--- src/rtl/response_collector.sv ---
// -----------------------------------------------------------------------------
// response_collector
//
// Gathers one response per targeted egress port after a parallel issue,
// tracks which ports are still outstanding, merges their error flags and
// presents a single completion record to the controlling engine.
//
// Optional feature macro: TSWITCH_COLLECTOR_TIMEOUT_EN
//   defined     -> a WAIT-cycle timer forces a timeout completion once it
//                  reaches TIMEOUT_CYCLES-1 with ports still outstanding.
//   not defined -> no timer; WAIT lasts until every expected port answers
//                  or abort is raised; done_timeout is tied to 0.
// -----------------------------------------------------------------------------
module response_collector #(
  parameter int NUM_PORTS      = 4,
  parameter int TIMEOUT_CYCLES = 1024
) (
  input  logic                 clk,
  input  logic                 rst_n,

  // Control from the issuing engine
  input  logic                 arm,
  input  logic [NUM_PORTS-1:0] expect_mask,
  input  logic                 abort,

  // Per-port response channels
  input  logic [NUM_PORTS-1:0] resp_valid,
  input  logic [NUM_PORTS-1:0] resp_err,
  output logic [NUM_PORTS-1:0] resp_ready,

  // Completion record
  output logic                 done_valid,
  input  logic                 done_ready,
  output logic                 done_err,
  output logic [NUM_PORTS-1:0] done_err_mask,
  output logic                 done_timeout,

  // Status
  output logic [NUM_PORTS-1:0] pending,
  output logic                 busy
);

  // ---------------------------------------------------------------------------
  // State encoding
  // ---------------------------------------------------------------------------
  localparam logic [1:0] ST_IDLE = 2'd0;
  localparam logic [1:0] ST_WAIT = 2'd1;
  localparam logic [1:0] ST_DONE = 2'd2;

  logic [1:0]           state_q,    state_d;
  logic [NUM_PORTS-1:0] pending_q,  pending_d;
  logic [NUM_PORTS-1:0] err_mask_q, err_mask_d;
  logic                 timeout_q,  timeout_d;

  // Handshake bookkeeping for the current WAIT cycle
  logic [NUM_PORTS-1:0] accepted;
  logic [NUM_PORTS-1:0] remaining;
  logic                 timer_expired;

`ifdef TSWITCH_COLLECTOR_TIMEOUT_EN
  // ---------------------------------------------------------------------------
  // WAIT-cycle timer
  // ---------------------------------------------------------------------------
  localparam int            TIMER_W   = $clog2(TIMEOUT_CYCLES);
  localparam logic [TIMER_W-1:0] TIMER_MAX = TIMER_W'(TIMEOUT_CYCLES - 1);

  logic [TIMER_W-1:0] timer_q, timer_d;

  // Count WAIT cycles, saturating at the limit; cleared on arm and abort.
  always_comb begin
    timer_d = timer_q;
    if (abort) begin
      timer_d = '0;
    end else if (state_q == ST_IDLE && arm) begin
      timer_d = '0;
    end else if (state_q == ST_WAIT && timer_q != TIMER_MAX) begin
      timer_d = timer_q + TIMER_W'(1);
    end
  end

  // Timer register.
  always_ff @(posedge clk or negedge rst_n) begin
    if (!rst_n) timer_q <= '0;
    else        timer_q <= timer_d;
  end

  assign timer_expired = (timer_q == TIMER_MAX);
`else
  // Without the timeout path the limit never fires and the size parameter
  // is only kept for a uniform instantiation interface.
  logic unused_timeout_cfg;
  assign unused_timeout_cfg = (TIMEOUT_CYCLES != 0);
  assign timer_expired      = 1'b0;
`endif

  // ---------------------------------------------------------------------------
  // Per-port handshake
  // ---------------------------------------------------------------------------
  // Only outstanding ports are ready, only in WAIT, and never while abort is
  // raised, so a response racing an abort is left untouched at the port.
  assign resp_ready = (state_q == ST_WAIT && !abort) ? pending_q : '0;
  assign accepted   = resp_valid & resp_ready;
  assign remaining  = pending_q & ~accepted;

  // ---------------------------------------------------------------------------
  // Next-state logic
  // ---------------------------------------------------------------------------
  // Sequence IDLE -> WAIT -> DONE -> IDLE, with abort overriding everything.
  always_comb begin
    // NOTE: every signal gets its hold value first so no path through the
    // case statement can leave it unassigned and infer a latch.
    state_d    = state_q;
    pending_d  = pending_q;
    err_mask_d = err_mask_q;
    timeout_d  = timeout_q;

    if (abort) begin
      state_d    = ST_IDLE;
      pending_d  = '0;
      err_mask_d = '0;
      timeout_d  = 1'b0;
    end else begin
      case (state_q)
        ST_IDLE: begin
          if (arm) begin
            pending_d  = expect_mask;
            err_mask_d = '0;
            timeout_d  = 1'b0;
            state_d    = (expect_mask == '0) ? ST_DONE : ST_WAIT;
          end
        end

        ST_WAIT: begin
          pending_d  = remaining;
          err_mask_d = (err_mask_q & ~accepted) | (resp_err & accepted);
          if (remaining == '0) begin
            // Completion wins over a coincident timer expiry.
            state_d = ST_DONE;
          end else if (timer_expired) begin
            state_d   = ST_DONE;
            timeout_d = 1'b1;
          end
        end

        ST_DONE: begin
          if (done_ready) state_d = ST_IDLE;
        end

        default: begin
          state_d = ST_IDLE;
        end
      endcase
    end
  end

  // ---------------------------------------------------------------------------
  // State registers
  // ---------------------------------------------------------------------------
  // Capture next state; reset clears the whole record asynchronously.
  always_ff @(posedge clk or negedge rst_n) begin
    // NOTE: non-blocking assignments keep every register sampling the
    // pre-edge values, regardless of statement order.
    if (!rst_n) begin
      state_q    <= ST_IDLE;
      pending_q  <= '0;
      err_mask_q <= '0;
      timeout_q  <= 1'b0;
    end else begin
      state_q    <= state_d;
      pending_q  <= pending_d;
      err_mask_q <= err_mask_d;
      timeout_q  <= timeout_d;
    end
  end

  // ---------------------------------------------------------------------------
  // Outputs
  // ---------------------------------------------------------------------------
  assign done_valid    = (state_q == ST_DONE);
  assign done_err_mask = err_mask_q;
  assign done_timeout  = timeout_q;
  assign done_err      = (|err_mask_q) | timeout_q;
  assign pending       = pending_q;
  assign busy          = (state_q != ST_IDLE);

endmodule

--- config.mk ---
export PLATFORM = sky130hd
export DESIGN_NAME = response_collector
export DESIGN_NICKNAME = d
export VERILOG_FILES = /design/src/rtl/response_collector.sv
export SDC_FILE = /design/constraint.sdc
export NUM_CORES = 1
export LEC_CHECK = 0
export ABC_AREA = 0
export CAP_MARGIN = 0
export CORE_MARGIN = 4
export CORE_UTILIZATION = 37
export DETAILED_ROUTE_END_ITERATION = 16
export GPL_TIMING_DRIVEN = 0
export PLACE_DENSITY = 0.77
export SYNTH_ARGS = -nofsm -noshare
export SYNTH_HDL_FRONTEND = slang
export SYNTH_SLANG_ARGS = --single-unit
--- constraint.sdc ---
create_clock -name clk -period 1.75 [get_ports clk]
set_input_delay 0.35 -clock clk [delete_from_list [all_inputs] [get_ports clk]]
set_output_delay 0.35 -clock clk [all_outputs]
set_load 0.02 [all_outputs]
==> impl_metrics.toml <==
[power]
p_int_mw = 0.524
clkPwrFrac_pct = 28.1
netSwitchingPower_mw = 0.249
peakVddDrop_v = 0.000472
power_density_nw_per_um2 = 742
switching_share_pct = 32.2
pwr-share-seq_pct = 35.6
combinationalPowerShare_pct = 36.3
power_mw = 0.773
leakagePower_nw = 0.460

[detailed_routing]
wl_um = 1700
drtPass1Iterations = 4
vias_per_cell = 5.34
drt_iter0_drc = 17
vias = 694
drc = 0
antenna_left = 0
wl_per_cell_um = 13.1

[clock_tree]
clkLatencyLatePin_ns = 0.27
cts_buffer_depth = 2
h-tree-depth = 1
cts_buffers = 3
cts.sinks = 10
cts_hold_buf = 0
cts_tree = "yes"
clkSlewWorstSetupHoldPaths_ns = 0.07
cts_root_buf = "clkbuf_4"

[setup_path]
worstSetupPathType = "reg -> out"
r2r_start = "state_q[1]"
crit_required_ns = 1.40
end_kind = "primary output"
arrival_ns = 1.35
start_kind = "register"
r2r_cells = 5
regToRegEndpoint = "state_q[1]"
critPathCapture = "resp_ready[1]"
critical_path.max_fanout = 9
crit_start = "state_q[1]"
worst-r2r-setup-slack_ns = 0.12

[floorplanning]
die_w_um = 48.7
core.rowCount = 14
die_area_um2 = 2370
die_h_um = 48.7
start_util_pct = 39.8
core_area_um2 = 1540
pin_count = 33

[grt]
grt_antenna_before_repair = 0
grt_overflow = 0
grt_max_degree = 11
grt.total_usage_pct = 14.8
grt_pass1_wl_um = 2780
grt_pass1_vias = 602

[final_layout]
multi_input_area_um2 = 345
fin_nets = 132
instances_no_fill = 130
fill_cells = 143
area_delta_synth_final_pct = 70.0
design_area_um2 = 1040
fin_util_pct = 67.6
final-seq-area_um2 = 251
drive_gt1_share_pct = 23.7
diodes = 0

[job]
drv_cap = 0

[synth]
synth.avg_cell_area_um2 = 8.40
synth_cell_types = 25
netlist_area_um2 = 613
ys_ff_latch = 10
yosys.area.top_type_share_pct = 40.8
syn_nets = 90
yosysWarnings = 0
synth_largest_area_cell = "dfrtp_1"
syn_inst = 73
seq_area_frac_synth_pct = 40.8
synth.area.top_cells = "dfrtp_1 41%, nand2_1 6.1%, a21oi_1 4.9%, mux2i_1 4.9%, o21ai_0 4.9%"

[outcome]
outcome = "finished, final reports clean"

[min_path]
hp-class = "in -> async"

[place]
port_buffers = 31
dpl_worst_slack_ns = -0.810
place_inst = 120
dpl-instance-area_um2 = 943
dp_hpwl_um = 1270
routabilityCongestion = 0.785

[sta]
hold_violations = 0
finalSetupViolations = 0
whs_ns = 0.394
slew_viol_final = 0
worst_slack_ns = 0.0468
tns_ns = 0
layout_min_cycle_time_ns = 1.70
skew_ns = 0.00308
fmax_mhz = 587
fin_crit_sh_pct = 97.3
## power groups by stage
| stage | combinational (mW) | clock, mW | sequential, mW |
|---|---|---|---|
| 2_1_floorplan | 0.123 | 0 | 0.292 |
| 3_3_place_gp | 0.249 | 0 | 0.280 |
| 3_5_place_dp | 0.253 | 0 | 0.281 |
| 4_1_cts | 0.275 | 0.219 | 0.274 |
| 5_1_grt | 0.303 | 0.232 | 0.279 |
| 6_report | 0.281 | 0.217 | 0.275 |
## area by class of cell
type                            count  share of cell area, %
Buffer                              2                   1.80
Clock buffer                        4                   3.48
Inverter                            5                   1.80
Multi-Input combinational cell     56                   33.1
Sequential cell                    10                   24.1
Tap cell                           16                   1.92
Timing Repair Buffer               37                   33.7
## layout by cell type (no fill, tap or decap), drive strengths merged
cell type and instances:
a2111oi 1, a21boi 3, a21oi 6, a22o 1
a31oi 1, and2 4, buf 13, clkbuf 4
clkdlybuf4s50 23, conb 1, dfrtp 10, dlygate4sd2 3
inv 5, mux2i 3, nand2 10, nand3 5
nand3b 1, nand4 1, nor2 4, nor2b 1
nor3b 1, nor4 1, o21ai 8, o22a 1
o22ai 1, or2 2
## Yosys cell counts
cell        n
inv_1       5
nand3b_1    1
o22ai_1     1
or2_2       2
a2111oi_2   1
a21boi_1    3
nand4_1     1
conb_1      1
buf_4       1
o21ai_0     6
nor4_1      1
a21oi_1     6
o22a_1      1
nor2b_1     1
nand2_1    10
nor2_1      4
a31oi_1     1
o21ai_1     2
nor3b_4     1
dfrtp_1    10
buf_2       1
mux2i_1     3
and2_1      4
nand3_1     5
a22o_1      1
## per-layer routing
layer | GRT usage, % | up-vias | part of all wire (%)
met5 | 0 | - | 0
met4 | 9.42 | 0 | 2.9
met3 | 4.60 | 5 | 8.4
met2 | 22.6 | 30 | 47
met1 | 17.6 | 319 | 41
li1 | - | 340 | -
## kinds of logic after synthesis
logic type | share of synthesized area (%)
AOI/OAI and AO/OA | 22.5
buffers and inverters | 5.10
DFF | 40.8
muxes | 4.90
other | 0.612
and+or+nand+nor | 26.1
## sequential cells by signal (all words and copies together), names as in the netlist
register	cells
state_q	2
pending	4
done_err_mask	4
## worst max-delay path: stages, from the launching register on
cell and delay, ns:
dfrtp_2 0.44, nor3b_4 0.22, buf_6 0.16, and2_4 0.15, buf_6 0.11
## repair_timing
| action | CTS | global route |
|---|---|---|
| gates resized for setup | 31 | 8 |
| buffers inserted | 5 | 1 |
| pin swaps | 1 | 1 |
| setup endpoints to repair | 9 | 13 |
## worst min-delay path by stage
stage	end	cells after the start
after global placement	pending[2]	2
after detailed placement	done_err_mask[1]	2
after CTS	done_err_mask[2]	1
final	done_err_mask[1]	1
after global routing	done_err_mask[2]	1
after floorplan	done_err_mask[0]	0
Power figures use the tool's default switching activity.
